<file path="config.mk">
export PLATFORM = sky130hd
export DESIGN_NAME = mode_select
export DESIGN_NICKNAME = d
export VERILOG_FILES = /design/src/rtl/mode_select.sv
export SDC_FILE = /design/constraint.sdc
export NUM_CORES = 1
export LEC_CHECK = 0
export CAP_MARGIN = 20
export CORE_MARGIN = 2
export CORE_UTILIZATION = 40
export CTS_CLUSTER_DIAMETER = 200
export DETAILED_ROUTE_END_ITERATION = 6
export DONT_BUFFER_PORTS = 1
export PLACE_DENSITY = 0.56
export SLEW_MARGIN = 40
export SYNTH_ARGS = -nofsm -noshare
export SYNTH_HDL_FRONTEND = slang
export SYNTH_HIERARCHICAL = 1
export SYNTH_SLANG_ARGS = --single-unit
</file>
<file path="constraint.sdc">
create_clock -name clk -period 2 [get_ports clk]
set_clock_uncertainty 0.1 [all_clocks]
set_input_delay 0.2 -clock clk [delete_from_list [all_inputs] [get_ports clk]]
set_output_delay 0.2 -clock clk [all_outputs]
set_load 0.005 [all_outputs]
</file>
<file path="src/rtl/mode_select.sv">
// rtl/mode_select.sv - front-panel mode selector with debounced next/prev buttons and direct load
// mode_select_btn: per-button synchroniser, debounce level FSM and release pulse.

module mode_select_btn #(
    parameter int DEBOUNCE_CYCLES = 250000
) (
    input  logic clk,
    input  logic reset,
    input  logic btn,
    output logic rel
);

    localparam int CW = (DEBOUNCE_CYCLES > 1) ? $clog2(DEBOUNCE_CYCLES + 1) : 1;
    localparam logic [CW-1:0] CNT_LAST = CW'(DEBOUNCE_CYCLES - 1);

    typedef enum logic {RELEASED = 1'b0, PRESSED = 1'b1} level_t;

    level_t        state, state_next;
    logic [CW-1:0] cnt, cnt_next;
    logic          s1, s2, db_prev;
    logic          db;

    assign db = (state == PRESSED);

    always_ff @(posedge clk) begin
        if (reset) begin
            s1      <= 1'b0;
            s2      <= 1'b0;
            state   <= RELEASED;
            cnt     <= '0;
            db_prev <= 1'b0;
        end else begin
            s1      <= btn;
            s2      <= s1;
            state   <= state_next;
            cnt     <= cnt_next;
            db_prev <= db;
        end
    end

    // The counter only runs while the synchronised level disagrees with the accepted one.
    always_comb begin
        state_next = state;
        cnt_next   = '0;
        if (s2 != db) begin
            if (cnt == CNT_LAST) begin
                state_next = s2 ? PRESSED : RELEASED;
            end else begin
                cnt_next = cnt + 1'b1;
            end
        end
    end

    assign rel = db_prev & ~db;

endmodule

module mode_select #(
    parameter  int NUM_MODES       = 4,
    parameter  int DEBOUNCE_CYCLES = 250000,
    parameter  int RESET_MODE      = 0,
    localparam int MW              = (NUM_MODES > 1) ? $clog2(NUM_MODES) : 1
) (
    input  logic                 clk,
    input  logic                 reset,
    input  logic                 btn_next,
    input  logic                 btn_prev,
    input  logic                 sel_valid,
    input  logic [MW-1:0]        sel_mode,
    output logic [MW-1:0]        mode,
    output logic [NUM_MODES-1:0] mode_onehot,
    output logic                 mode_changed,
    output logic                 is_dec
);

    localparam logic [MW-1:0] LAST_MODE  = MW'(NUM_MODES - 1);
    localparam logic [MW-1:0] RST_MODE   = MW'(RESET_MODE);
    localparam logic [MW:0]   MODE_COUNT = (MW + 1)'(NUM_MODES);

    logic          rel_next, rel_prev;
    logic [MW-1:0] mode_next;

    function automatic logic [NUM_MODES-1:0] decode(input logic [MW-1:0] m);
        logic [NUM_MODES-1:0] oh;
        oh = '0;
        for (int i = 0; i < NUM_MODES; i++) begin
            oh[i] = (m == MW'(i));
        end
        return oh;
    endfunction

    mode_select_btn #(.DEBOUNCE_CYCLES(DEBOUNCE_CYCLES)) u_btn_next (
        .clk   (clk),
        .reset (reset),
        .btn   (btn_next),
        .rel   (rel_next)
    );

    mode_select_btn #(.DEBOUNCE_CYCLES(DEBOUNCE_CYCLES)) u_btn_prev (
        .clk   (clk),
        .reset (reset),
        .btn   (btn_prev),
        .rel   (rel_prev)
    );

    // Valid direct load wins outright; an out-of-range load falls through to the buttons.
    always_comb begin
        mode_next = mode;
        if (sel_valid && ({1'b0, sel_mode} < MODE_COUNT)) begin
            mode_next = sel_mode;
        end else if (rel_next && rel_prev) begin
            mode_next = mode;
        end else if (rel_next) begin
            mode_next = (mode == LAST_MODE) ? '0 : mode + 1'b1;
        end else if (rel_prev) begin
            mode_next = (mode == '0) ? LAST_MODE : mode - 1'b1;
        end
    end

    always_ff @(posedge clk) begin
        if (reset) begin
            mode         <= RST_MODE;
            mode_onehot  <= decode(RST_MODE);
            is_dec       <= (RST_MODE == '0);
            mode_changed <= 1'b0;
        end else begin
            mode         <= mode_next;
            mode_onehot  <= decode(mode_next);
            is_dec       <= (mode_next == '0);
            mode_changed <= (mode_next != mode);
        end
    end

endmodule
</file>
==> metrics.json <==
{
  "sta": {
    "worst_slew_pin_slew_ns": 0.459,
    "finalSetupViolations": 0,
    "fin_crit_sh_pct": 90.5,
    "final_max_slew_viol_count": 0,
    "fin_hold_ws_ns": 0.0258,
    "fin_crit_ns": 1.81,
    "grt_setup_unrepaired": "no",
    "timing.setup.tns_ns": 0,
    "fmaxAchievable_mhz": 552,
    "timing_hold_violations_final": 0,
    "relSlewSlack_pct": 69.3,
    "worst_case_setup_margin_in_the_final_layout_ns": 0.189
  },
  "worst_hold_path": {
    "timing.hold.worst_path_depth": 2,
    "timing.hold.worst.start": "reset",
    "hold_class": "in2reg"
  },
  "yosys": {
    "synth_top_cell_by_area": "sky130_fd_sc_hd__dfxtp_1",
    "synth_enable_flop_cells": 0,
    "yosys.cell_count.top_type": "sky130_fd_sc_hd__dfxtp_1",
    "synth_largest_type_area_fraction_pct": 43.8,
    "synth-seq-area-share_pct": 43.8,
    "synth-seq-cells": 51,
    "yosys_most_used_dff": "sky130_fd_sc_hd__dfxtp_1",
    "synthCells": 251,
    "synth.area.top_cells": "sky130_fd_sc_hd__dfxtp_1, sky130_fd_sc_hd__xnor2_1, sky130_fd_sc_hd__nor2_1",
    "ys.warnings.count": 6,
    "synth-async-reset-ratio_pct": 0,
    "synth_cell_types": 43,
    "net_count_after_synthesis": 262,
    "syn-cell-area_um2": 2330,
    "syn-mean-instance-area_um2": 9.29,
    "commonest_cells_in_the_netlist": "sky130_fd_sc_hd__dfxtp_1, sky130_fd_sc_hd__nor2_1, sky130_fd_sc_hd__xnor2_1"
  },
  "clock_tree": {
    "cts-htree-levels": 2,
    "tritoncts": "yes",
    "path_clk_slew_ns": 0.09,
    "cts_sinks": 51,
    "cts_inserted_buffers": 5,
    "clock_latency_ns": 0.30,
    "postCtsSetupRepairBufs": 0,
    "cts-root-buf": "sky130_fd_sc_hd__clkbuf_8",
    "clock_tree.buffer_depth": 2
  },
  "placement": {
    "place_worst_setup_slack_ns": 0.157,
    "numPortBuffers": 0,
    "place_hpwl_um": 2830,
    "placed_cells": 321,
    "placed_cell_area_um2": 2450,
    "routabilityCongestion": 0.768
  },
  "detailed_routing": {
    "initialDrtViolationCount": 63,
    "route.vias.total": 1705,
    "drt-vias-per-instance": 5.12,
    "wire_per_inst_um": 12.5,
    "drt_pre_antenna_iters": 4,
    "antenna_violating_nets_post_route": 0,
    "drt_drc_violations_left": 0,
    "routed_wl_um": 4170
  },
  "worst_setup_path": {
    "worst-endpoint-arrival_ns": 1.93,
    "timing.critical_path.from": "mode[0]",
    "worst-setup-path-type": "reg2reg",
    "worst_setup_path_end_kind": "flip-flop",
    "r2r-start": "mode[0]",
    "critPathLaunchType": "flip-flop",
    "data_required_time_at_the_worst_endpoint_ns": 2.12,
    "worstPathMaxFanout": 5,
    "rr_worst_depth": 6
  },
  "power_and_ir_drop": {
    "report.power.total_mw": 1.84,
    "power.leakage_nw": 0.807,
    "ir_worst_vdd_v": 0.000312,
    "power.density_cell_area_nw_per_um2": 704
  },
  "grt": {
    "global_route.usage.total_pct": 14.2,
    "grt_antenna_before_repair": 0,
    "number_of_global_route_vias_before_repair": 1654,
    "grt_pass1_wl_um": 7310,
    "grt_start_max_net_pins": 19,
    "grt_overflow": 0
  },
  "floorplan": {
    "fp.dieArea_um2": 6460,
    "die-width_um": 80.4,
    "initial_utilization_pct": 41.8,
    "die_height_um": 80.4,
    "placeable_core_region_um2": 5570,
    "number_of_standard_cell_rows_in_the_floorplan": 27,
    "top_level_ports": 15
  },
  "layout": {
    "design.final.nets": 271,
    "fraction_of_layout_instances_using_a_drive_strength_above_1_pct": 11.9,
    "antenna_cells": 0,
    "final_design_area_no_fill_um2": 2610,
    "instances_no_fill": 333,
    "final_core_util_pct": 46.8,
    "area_growth_syn_to_layout_pct": 11.7
  },
  "outcome": {
    "status": "finished, final reports clean"
  },
  "run": {
    "drv_cap": 0
  }
}
[logic make-up after synthesis]
family          synth area share, %
buf+inv                        3.59
mux                            1.45
simple gates                   30.8
flops                          43.8
compound gates                 6.17
fa+ha+maj                      2.15
xor+xnor                       12.0
[cells in the final DEF (no fill, tap or decap), types with 6 or more instances in the layout]
cell                       instances
sky130_fd_sc_hd__dfxtp_1          49
sky130_fd_sc_hd__nor2_1           46
sky130_fd_sc_hd__nand3_1          12
sky130_fd_sc_hd__nand4_1           7
sky130_fd_sc_hd__nor2b_1          10
sky130_fd_sc_hd__xnor2_1          30
sky130_fd_sc_hd__nor3_1           11
sky130_fd_sc_hd__nor4_1           12
sky130_fd_sc_hd__clkbuf_8          6
sky130_fd_sc_hd__inv_1            12
[where the power goes]
group	internal [mW]	switching, mW	leakage [nW]
Clock	0.405	0.325	0.0612
Combinational	0.0319	0.0308	0.331
Sequential	1.03	0.0120	0.414
[final timing paths]
kind | end | slack, ns
worst min register to register | u_btn_next/s2 | 0.33
worst max register to register | mode_onehot[2] | 0.19
worst max-delay path | mode_onehot[2] | 0.19
worst min-delay path | mode_changed | 0.03
[flip-flops by register name (all words and copies together), names as in the netlist]
name / cells
mode: 2
mode_changed: 1
mode_onehot: 4
u_btn_next/cnt: 18
u_btn_next/db: 1
u_btn_next/db_prev: 1
u_btn_next/s1: 1
u_btn_next/s2: 1
u_btn_prev/cnt: 18
u_btn_prev/db: 1
u_btn_prev/db_prev: 1
u_btn_prev/s1: 1
u_btn_prev/s2: 1
[worst max-delay path: stages, from the launching register on]
cell and delay, ns:
sky130_fd_sc_hd__dfxtp_2 0.38, sky130_fd_sc_hd__inv_1 0.08, sky130_fd_sc_hd__ha_1 0.19, sky130_fd_sc_hd__or3b_1 0.39, sky130_fd_sc_hd__a211oi_2 0.24, sky130_fd_sc_hd__or2_4 0.18, sky130_fd_sc_hd__nor3b_1 0.17
[area by class of cell]
class / instances / area, um2
fillers: 555 / 2970
inverters: 12 / 45.0
repair buffers: 9 / 103
well taps: 72 / 90.1
flip-flops and latches: 51 / 1020
clock inverters: 2 / 35.0
multi-input cells: 181 / 1230
clock buffers: 6 / 82.6
[timing repair]
item | in CTS | in global routing
endpoints found under the setup margin | 0 | 1
hold buffers | 4 | 0
endpoints found under the hold margin | 13 | 0
resized for setup | 0 | 2
[routing by layer]
metal	track usage, %	routed length, um	up-vias	part of all wire [%]
met5	0	0	-	0
met4	3.05	31	0	0.74
met3	3.71	154	4	3.7
met2	22.6	1820	21	44
met1	19.5	2160	793	52
li1	-	-	887	-
(Power assumes the default switching activity.)
